## config.mk

```make
export PLATFORM = sky130hd
export DESIGN_NAME = mac_seq
export DESIGN_NICKNAME = d
export VERILOG_FILES = /design/src/rtl/mac_pkg.sv /design/src/rtl/sat_relu.sv /design/src/rtl/mac_seq.sv
export SDC_FILE = /design/constraint.sdc
export NUM_CORES = 1
export LEC_CHECK = 0
export CORE_UTILIZATION = 52
export CTS_CLUSTER_DIAMETER = 60
export DETAILED_ROUTE_END_ITERATION = 8
export GPL_ROUTABILITY_DRIVEN = 0
export HOLD_SLACK_MARGIN = 0.05
export PLACE_DENSITY = 0.95
export SYNTH_ARGS = -nofsm -noshare
export SYNTH_HDL_FRONTEND = slang
export SYNTH_SLANG_ARGS = --single-unit
export TNS_END_PERCENT = 30
```

## constraint.sdc

```tcl
create_clock -name clk -period 6.7 [get_ports clk]
set_input_delay 1.34 -clock clk [delete_from_list [all_inputs] [get_ports clk]]
set_output_delay 1.34 -clock clk [all_outputs]
set_load 0.05 [all_outputs]
```

## src/rtl/mac_pkg.sv

```systemverilog
// Shared widths and FSM encoding for the dot-product sequencer.
package mac_pkg;
   localparam int DATA_W = 8;
   localparam int ACC_W  = 26;

   typedef enum logic [2:0] {IDLE, CLR, FETCH, DRAIN, OUT} state_t;
endpackage

```

## src/rtl/sat_relu.sv

```systemverilog
// Scales the accumulator by an arithmetic right shift (floor), then clamps it
// to the signed 8-bit range, optionally zeroing negatives.
import mac_pkg::*;

module sat_relu #(
   parameter int SHIFT = 7,
   parameter int RELU  = 0
) (
   input  logic signed [ACC_W-1:0]  i_acc,
   output logic signed [DATA_W-1:0] o_res
);

   localparam logic signed [ACC_W-1:0] MAX_V = 127;
   localparam logic signed [ACC_W-1:0] MIN_V = -128;

   logic signed [ACC_W-1:0] w_sh;

   assign w_sh = i_acc >>> SHIFT;

   always_comb begin
      o_res = w_sh[DATA_W-1:0];
      if (RELU != 0 && w_sh < 0)
         o_res = '0;
      else if (w_sh > MAX_V)
         o_res = 8'sd127;
      else if (w_sh < MIN_V)
         o_res = -8'sd128;
   end

endmodule

```

## src/rtl/mac_seq.sv

```systemverilog
// Sequences one dot product: streams len operand pairs from two memories into
// an external MAC, then saturates the accumulator into an 8-bit result.
import mac_pkg::*;

module mac_seq #(
   parameter int SHIFT  = 7,
   parameter int RELU   = 0,
   parameter int ADDR_W = 10
) (
   input  logic                     clk,
   input  logic                     rst_n,
   input  logic                     start,
   input  logic [ADDR_W-1:0]        len,
   input  logic [ADDR_W-1:0]        in_base,
   input  logic [ADDR_W-1:0]        wt_base,
   output logic                     rd_en,
   output logic [ADDR_W-1:0]        in_addr,
   output logic [ADDR_W-1:0]        wt_addr,
   input  logic signed [DATA_W-1:0] in_rd_data,
   input  logic signed [DATA_W-1:0] wt_rd_data,
   output logic signed [DATA_W-1:0] mac_in1,
   output logic signed [DATA_W-1:0] mac_in2,
   output logic                     mac_clr,
   input  logic signed [ACC_W-1:0]  mac_acc,
   output logic signed [DATA_W-1:0] result,
   output logic                     result_vld,
   output logic                     busy
);

   state_t                   r_state;
   logic [ADDR_W-1:0]        r_len, r_in_base, r_wt_base, r_k;
   logic [ADDR_W-1:0]        r_in_addr, r_wt_addr;
   logic                     r_rd_en, r_vld, r_clr, r_busy, r_res_vld;
   logic signed [DATA_W-1:0] r_result;
   logic signed [DATA_W-1:0] w_sat;

   sat_relu #(.SHIFT(SHIFT), .RELU(RELU)) u_sat (
      .i_acc (mac_acc),
      .o_res (w_sat)
   );

   // r_k is the next index to issue; CLR has already issued index 0.
   always_ff @(posedge clk or negedge rst_n) begin
      if (!rst_n) begin
         r_state   <= IDLE;
         r_len     <= '0;
         r_in_base <= '0;
         r_wt_base <= '0;
         r_k       <= '0;
         r_in_addr <= '0;
         r_wt_addr <= '0;
         r_rd_en   <= 1'b0;
         r_vld     <= 1'b0;
         r_clr     <= 1'b0;
         r_busy    <= 1'b0;
         r_res_vld <= 1'b0;
         r_result  <= '0;
      end else begin
         r_vld     <= r_rd_en;
         r_res_vld <= 1'b0;
         case (r_state)
            IDLE: begin
               if (start && len != '0) begin
                  r_state   <= CLR;
                  r_len     <= len;
                  r_in_base <= in_base;
                  r_wt_base <= wt_base;
                  r_k       <= ADDR_W'(1);
                  r_in_addr <= in_base;
                  r_wt_addr <= wt_base;
                  r_rd_en   <= 1'b1;
                  r_clr     <= 1'b1;
                  r_busy    <= 1'b1;
               end
            end
            CLR, FETCH: begin
               r_clr <= 1'b0;
               if (r_k == r_len) begin
                  r_state <= DRAIN;
                  r_rd_en <= 1'b0;
               end else begin
                  r_state   <= FETCH;
                  r_rd_en   <= 1'b1;
                  r_in_addr <= r_in_base + r_k;
                  r_wt_addr <= r_wt_base + r_k;
                  r_k       <= r_k + 1'b1;
               end
            end
            DRAIN: r_state <= OUT;
            OUT: begin
               r_result  <= w_sat;
               r_res_vld <= 1'b1;
               r_busy    <= 1'b0;
               r_state   <= IDLE;
            end
            default: r_state <= IDLE;
         endcase
      end
   end

   assign rd_en      = r_rd_en;
   assign in_addr    = r_in_addr;
   assign wt_addr    = r_wt_addr;
   assign mac_clr    = r_clr;
   assign busy       = r_busy;
   assign result     = r_result;
   assign result_vld = r_res_vld;
   // Memory data lands one cycle after the read; pass it only in that cycle.
   assign mac_in1    = r_vld ? in_rd_data : '0;
   assign mac_in2    = r_vld ? wt_rd_data : '0;

endmodule

```

Yosys cells after proc, flatten, opt, wreduce, memory -nomap -nowiden
Cells that the tools add are included.
Operators by class
  $add $sub $neg: 3
  magnitude comparators: 2
  mux-type cells: 22
  equality and inequality tests: 7
  reduce and logical (&&, ||, !) cells: 10
Operators by type and width (count)
  $mux W10: 6
  $pmux W10 S2: 3
  $mux W8: 4
  $add A10 B10 Y10: 2
  $gt A19 B8 Y1 const B: 1
  $lt A19 B8 Y1 const B: 1
  $add A10 B1 Y10 const B: 1
  $eq A10 B10 Y1: 1
  $reduce_bool A10 Y1: 1
  $pmux W3 S3: 1
  $eq A3 B2 Y1 const B: 2
  $pmux W1 S2: 3
  $reduce_and A2 Y1: 3
  $mux W1: 4
  $ne A2 B2 Y1 const B: 2
  $reduce_bool A2 Y1: 2
  $eq A3 B1 Y1 const B: 1
  $eq A3 B3 Y1 const B: 1
  $logic_not A3 Y1: 1
  $mux W3: 1
  $reduce_and A3 Y1: 1
  $reduce_or A2 Y1: 1
  $logic_and A1 B1 Y1: 1
Storage, ports and cells
  output and inout bits: 48
  register bits after elaboration: 76

Logic depth before layout (Yosys ltp)
  depth after elaboration: 4
  depth in mapped cells: 8
  gate-level depth less buffers: 8

Hierarchy
A second synthesis with hierarchy kept.
Unflattened totals
  cell total of the unflattened synthesis: 461
  area total of the unflattened synthesis: 4384.2 um^2
By module, submodules not included
  mac_seq: instances 1, area an instance 4265.3 um^2, cells an instance 445
  sat_relu: instances 1, area an instance 118.9 um^2, cells an instance 16

Worst setup path after synthesis
No wires, ideal clock.
  path type: input to output
  from: input port in_rd_data[0]
  to: output port mac_in1[0]
  stages on the path: 1
  arrival: 1.752 ns
  setup slack: 3.608 ns
  path through: and2_1
On the way
  longest elaborated chain between the ends: 1
RTL lines
  from (decl): line mac_seq.sv:19  | input logic signed [DATA_W-1:0] in_rd_data,
  $mux W8: line mac_seq.sv:109  | assign mac_in1 = r_vld ? in_rd_data : '0;
  to (decl): line mac_seq.sv:21  | output logic signed [DATA_W-1:0] mac_in1,
Every way passes these cells.

Worst setup path after layout
  from: input port wt_rd_data[5]
  to: output port mac_in2[5]
On the way
  longest elaborated chain between the ends: 1
RTL lines
  from (decl): line mac_seq.sv:20  | input logic signed [DATA_W-1:0] wt_rd_data,
  $mux W8: line mac_seq.sv:110  | assign mac_in2 = r_vld ? wt_rd_data : '0;
  to (decl): line mac_seq.sv:22  | output logic signed [DATA_W-1:0] mac_in2,
Every way passes these cells.

==> results.txt <==
----------------------------------------------------
[Status]
  Result of the run ... finished, final reports clean

[STA]
  Total of endpoints with negative setup slack in the final report ... 0
  Max-slew violation total from the final report ... 0
  Share of the cycle needed by the critical path after routing ... 60.9%
  Unrepaired setup endpoints after global routing ... false
  Final Critical Period ... 4.08 ns
  Worst hold-check slack ... 0.424 ns
  Max Clock Skew ... 0.0107 ns
  Slew at the pin closest to its max-slew limit ... 0.958 ns
  FMAX ... 245 MHz
  Max_slew headroom ... 36.1%
  Setup TNS ... 0 ns
  Count of final hold-check violations ... 0

[Synth]
  Share of Yosys cell area claimed by the top area cell type ... 45.5%
  Prevailing post-synth register cell ... dfrtp_1
  Largest family of logic cells by synthesized area ... simple AND/OR/NAND/NOR gates
  Cells taking the most area after synthesis ... dfrtp_1 (46%), nand2_1 (12%), ha_1 (5.7%), xnor2_1 (5.0%), nor2_1 (4.0%)
  Synthesized-area fraction occupied by xor and xnor cells ... 6.08%
  Number of synthesized flops with an enable pin ... 0
  Post-synthesis cell area ... 4180 sq um
  Number of distinct library cell variants in the gate-level netlist after synthesis ... 38
  Cell type contributing the most total cell area after synthesis ... dfrtp_1
  Fraction of synthesized area in multiplexers ... 1.20%
  Synth Register Bits ... 76
  Fraction of the mapped netlist area in compound gates ... 10.8%
  Sequential share of the synthesized area ... 45.5%
  Synthesized instance count ... 484
  Net Count, Synth ... 580
  Simple-gate share of the synthesized area ... 27.4%
  Yosys warnings ... 0
  Adder-cell area share of the yosys netlist ... 6.65%
  Average size of a mapped cell ... 8.63 sq um
  Fraction of registers with async set/reset ... 100%

[Setup path]
  Critical Path Max Stage Delay ... 0.81 ns
  CP max FO ... 1
  Most common cell type on the critical path ... clkdlybuf4s50_1
  Critical setup path kind ... in -> out
  Kind of capture point of the worst setup path ... primary output
  Cell with the biggest individual delay on the critical path ... clkdlybuf4s50_1
  Arr. time, crit path ... 2.74 ns
  Startpoint kind of the worst setup timing path ... input port
  Cell breakdown of the critical path ... clkdlybuf4s50_1, and2_1, clkdlybuf4s50_1
  CP Data Required Time ... 5.36 ns

[Clock tree]
  Number of resized instances in the post-cts repair step ... 0
  CTS H-tree depth ... 3
  Master cell of the clock root buffer ... clkbuf_8
  Setup Buffers After CTS ... 0
  # clock sinks ... 76
  CTS tree ... done
  Maximum number of buffers from clock root to sink ... 2
  CTS Buf Count ... 9
  Later-pin clock latency in the skew report ... 0.36 ns
  Clock-pin slew of the registers on the worst-case setup and hold paths ... 0.08 ns
  Hold-fix buffer count after cts ... 0

[Finish]
  Fraction of final layout cells with drive strength greater than 1 ... 4.50%
  Footprint of the flip-flops and latches ... 1900 sq um
  Footprint of the multi-input gates ... 2180 sq um
  Post-layout net count ... 691
  Count of fill cells added during filler insertion ... 538
  Area delta synth->final ... 35.0%
  Most frequent standard cell in the layout excluding fill and tap cells ... nand2_1
  Commonest cells after routing, fill and taps aside ... nand2_1 (133), clkdlybuf4s50_1 (114), dfrtp_1 (76), nor2_1 (44), xnor2_1 (24)
  Number of diodes ... 0

[Route]
  Via count normalized by instance count ... 5.79
  Remaining routing DRC violations ... 0
  Routed via count ... 4,068
  DR pass1 iterations ... 5
  Final wirelength ... 11,300 microns
  Average detailed-routed wire length per instance ... 16.1 microns
  Post-DRT Antenna Nets ... 0
  Iteration-0 DRC Markers ... 309

[Floorplan]
  Die Y ... 91.6 microns
  IO Pins ... 123
  Placeable Area ... 7770 sq um
  Die extent in x ... 91.6 microns
  Initial Utilization ... 53.8%
  Std cell rows ... 32
  Full die area ... 8390 sq um

[GRT]
  Total Routing Usage GR ... 28.8%
  Antenna violations before repair ... 0
  Via count of the first global-routing pass ... 4,008
  Total overflow reported by the global router ... 0
  Largest net degree at the start of global routing ... 77
  Global-route wire length before repair ... 19,000 microns

[Place]
  Buffers added on ports ... 115
  Detailed placer's ending HPWL ... 7830 microns

[Power and ir drop]
  P_leak ... 0.00252 uW
  PD cells ... 523 nW/um^2
  Max rail drop VDD ... 284 uV

[Job]
  # Max-Cap Violations ... 0

[Min path]
  Hold Path Class ... reg -> reg

----------------------------------------------------
-- stage by stage --
step | area [sq um] | cells | total power [uW] | setup slack, ns | utilization (%)
6_report | 5640 | 702 | 2950 | 2.62 | 72.6
5_1_grt | 5640 | 702 | 3120 | 2.54 | 72.6
4_1_cts | 5640 | 702 | 2930 | 2.61 | 72.6
3_5_place_dp | 5390 | 686 | 2490 | 2.41 | 69.4
3_3_place_gp | 5390 | 686 | 2420 | 2.53 | 69.4
2_1_floorplan | 4180 | 484 | 2010 | 3.61 | -
-- where the power goes --
part / internal (uW) / leakage (uW) / switching (uW)
clock network: 267 / 0.000127 / 168
logic: 602 / 0.00146 / 1080
registers: 666 / 0.000936 / 171
-- registers in the layout (all words and copies together), names as in the netlist, 3 cells and up --
name / count
in_addr: 10
r_in_base: 10
r_k: 10
r_len: 10
r_wt_base: 10
wt_addr: 10
result: 8
r_state: 3
-- cell type report --
| type | instances | area share, % |
|---|---|---|
| clock buffer | 12 | 2.75 |
| clock inverter | 4 | 1.69 |
| inverter | 5 | 0.333 |
| multi-input combinational | 386 | 38.6 |
| sequential | 76 | 33.7 |
| tap | 102 | 2.26 |
| timing repair buffer | 117 | 20.6 |
-- path summary, 6_finish.rpt --
check,depth (start not counted),slack (ns),end,from
hold / removal,0,0.42,r_vld,rd_en
setup reg to reg,7,3.95,in_addr[8],r_state[1]
setup / recovery,3,2.62,mac_in2[5],wt_rd_data[5]
hold reg to reg,0,0.42,r_vld,rd_en
min in group asynchronous,1,1.11,wt_addr[3],rst_n
max in group asynchronous,1,4.97,r_in_base[3],rst_n
-- metal layers --
| layer | wire length, microns | global-route usage (%) | up-vias | share of wire [%] |
|---|---|---|---|---|
| met5 | 0 | 0 | - | 0 |
| met4 | 472 | 15.3 | 0 | 4.2 |
| met3 | 1110 | 5.72 | 45 | 9.9 |
| met1 | 4330 | 34.4 | 1904 | 38 |
| li1 | - | - | 1865 | - |
| met2 | 5380 | 49.0 | 254 | 48 |
-- cell families (layout without fill, tap and decap cells) --
family / count (synthesis) / after routing
buffers and inverters: 22 / 138
flip-flops: 76 / 76
AND/OR/NAND/NOR: 257 / 257
adder cells (fa/ha/maj): 21 / 21
XOR/XNOR: 29 / 29
multiplexers: 5 / 5
AO/OA/AOI/OAI: 74 / 74
-- critical path, delay by kind of cell --
kind | cells | cell delay [ns]
AND/OR/NAND/NOR | 1 | 0.14
buffers and inverters | 2 | 1.25
-- synthesized netlist by cell type, drive strengths merged (3+ instances only) --
cell type    n
o21ai       22
clkbuf      13
ha          19
and2        16
a31oi       12
o31ai        6
nor2        47
mux2i        5
and3         3
o211ai       4
nor2b        4
dfrtp       76
or2          5
nand2      133
a21oi       20
or3          4
xnor2       24
a21boi       3
nand4        6
buf          4
nor4         6
nor3         7
nand3       22
xor2         5
inv          5
nand2b       3
Note: power is estimated with default switching activity, not from simulation.
==> patch, RTL diff (config.mk and constraints unchanged) <==
`ADDR_W`: 10 -> 11.
--- a/src/rtl/mac_seq.sv
+++ b/src/rtl/mac_seq.sv
@@ -6,5 +6,5 @@
    parameter int SHIFT  = 7,
    parameter int RELU   = 0,
-   parameter int ADDR_W = 10
+   parameter int ADDR_W = 11
 ) (
    input  logic                     clk,
Ports: changed (5 resized); port bits go from 123 to 128. No check against the original RTL was run, so the function may have changed too.
==> patch against the original RTL <==
Sequential cell count up 6. Critical endpoint is now mac_in1[4]. Synthesized cell count is 7.2% higher. Final area is 7.5% higher. Worst hold slack worse by 0.022 ns. Wire length increased by 5.6%. Setup slack better by 0.0036 ns. Synthesized area grew 8.9%. Clock skew shrank 0.0025 ns. Global-route usage decreased by 0.57 points. Non-clock buffer count grew 6. Via count rose by 4.5%.
Power is left out: it rests on default switching activity, and per cell area and clock period it moved more than threefold.
==> patch: results (changes against the original RTL) <==
[timing]
fmax_mhz=245.3  ; was 245.1 MHz
maxSlewHeadroom=0.3099  ; was 0.3609
fin_worst_skew_ns=0.008195  ; was 0.01073 ns
finalHoldWorstSlack_ns=0.4025  ; was 0.4241 ns

[route]
drt_pass1_iterations=6  ; was 5
drtIter0Drc=279  ; was 309
viasPerCell=5.738  ; was 5.795
routedWlPerCell_um=16.09  ; about the same

[layout]
drive_gt1_frac=0.04403  ; was 0.04500
nets=732  ; was 691
fillers=628  ; was 538

[synthesis]
ys_types=43  ; was 38
yosysWarnings=0  ; unchanged
ys_seq_area_frac=0.4510  ; was 0.4554
syn_nets=620  ; was 580
synth_common_cells=nand2_1, dfrtp_1, nor2_1, o21ai_0, xor2_1  ; was nand2_1, dfrtp_1, nor2_1

[run_status]
status=complete, no violations  ; unchanged

[placed_design]
place_ws_ns=2.615  ; was 2.412 ns
port_buffers=120  ; was 115

[critical_path]
critPathLaunch=in_rd_data[4]  ; was wt_rd_data[5]
reg2reg_slack_ns=3.96  ; was 3.95 ns
r2r_cells=8  ; was 7
worstReg2RegEnd=in_addr[9]  ; was in_addr[8]

[global_routing]
grt_use_total=0.2823  ; was 0.2881
grt_pass1_wl_mm=19.62  ; was 19.00 mm

[min_path]
min_path_cells=0  ; unchanged

-- patch: cell types whose count changed in the layout (fill, tap and decap cells not counted), sizes merged, moves of 7 or more --
| cell | unedited run | this run |
|---|---|---|
| nand3 | 22 | 13 |
| xor2 | 5 | 24 |
| o21ai | 22 | 38 |
| inv | 5 | 12 |
| o21a | 0 | 7 |
| nor2 | 47 | 34 |
| xnor2 | 24 | 8 |
-- patch: layer usage --
layer | GRT usage | vias to the layer above | part of all wire
li1 | - | 2009 | -
met4 | 0.1356 | 0 | 0.030
met1 | 0.3292 | 1978 | 0.39
met3 | 0.06778 | 41 | 0.085
met5 | 0 | - | 0
met2 | 0.4869 | 224 | 0.49
-- patch: final cells by class --
| class | count | area share |
|---|---|---|
| Clock buffer | 10 | 0.02272 |
| Clock inverter | 6 | 0.01879 |
| Inverter | 12 | 0.007848 |
| Multi-Input combinational cell | 403 | 0.3887 |
| Sequential cell | 82 | 0.3387 |
| Tap cell | 105 | 0.02169 |
| Timing Repair Buffer | 123 | 0.2016 |
-- patch: logic make-up after synthesis --
group,Yosys count,share of synthesized area
multiplexers,1,0.002475
adder cells (fa/ha/maj),23,0.06656
AND/OR/NAND/NOR,251,0.2558
AO/OA/AOI/OAI,96,0.1312
flip-flops,82,0.4510
buffers and inverters,34,0.03135
XOR/XNOR,32,0.06161
-- patch: worst max-delay path, cell delays in order --
cell and delay (ns):
clkdlybuf4s50_1 0.47, and2_1 0.12, clkdlybuf4s50_1 0.81
-- patch: metrics by stage --
stage / cells / area [µm²]
2_1_floorplan: 519 / 4549
3_3_place_gp: 725 / 5807
3_5_place_dp: 725 / 5807
4_1_cts: 741 / 6058
5_1_grt: 741 / 6058
6_report: 741 / 6058
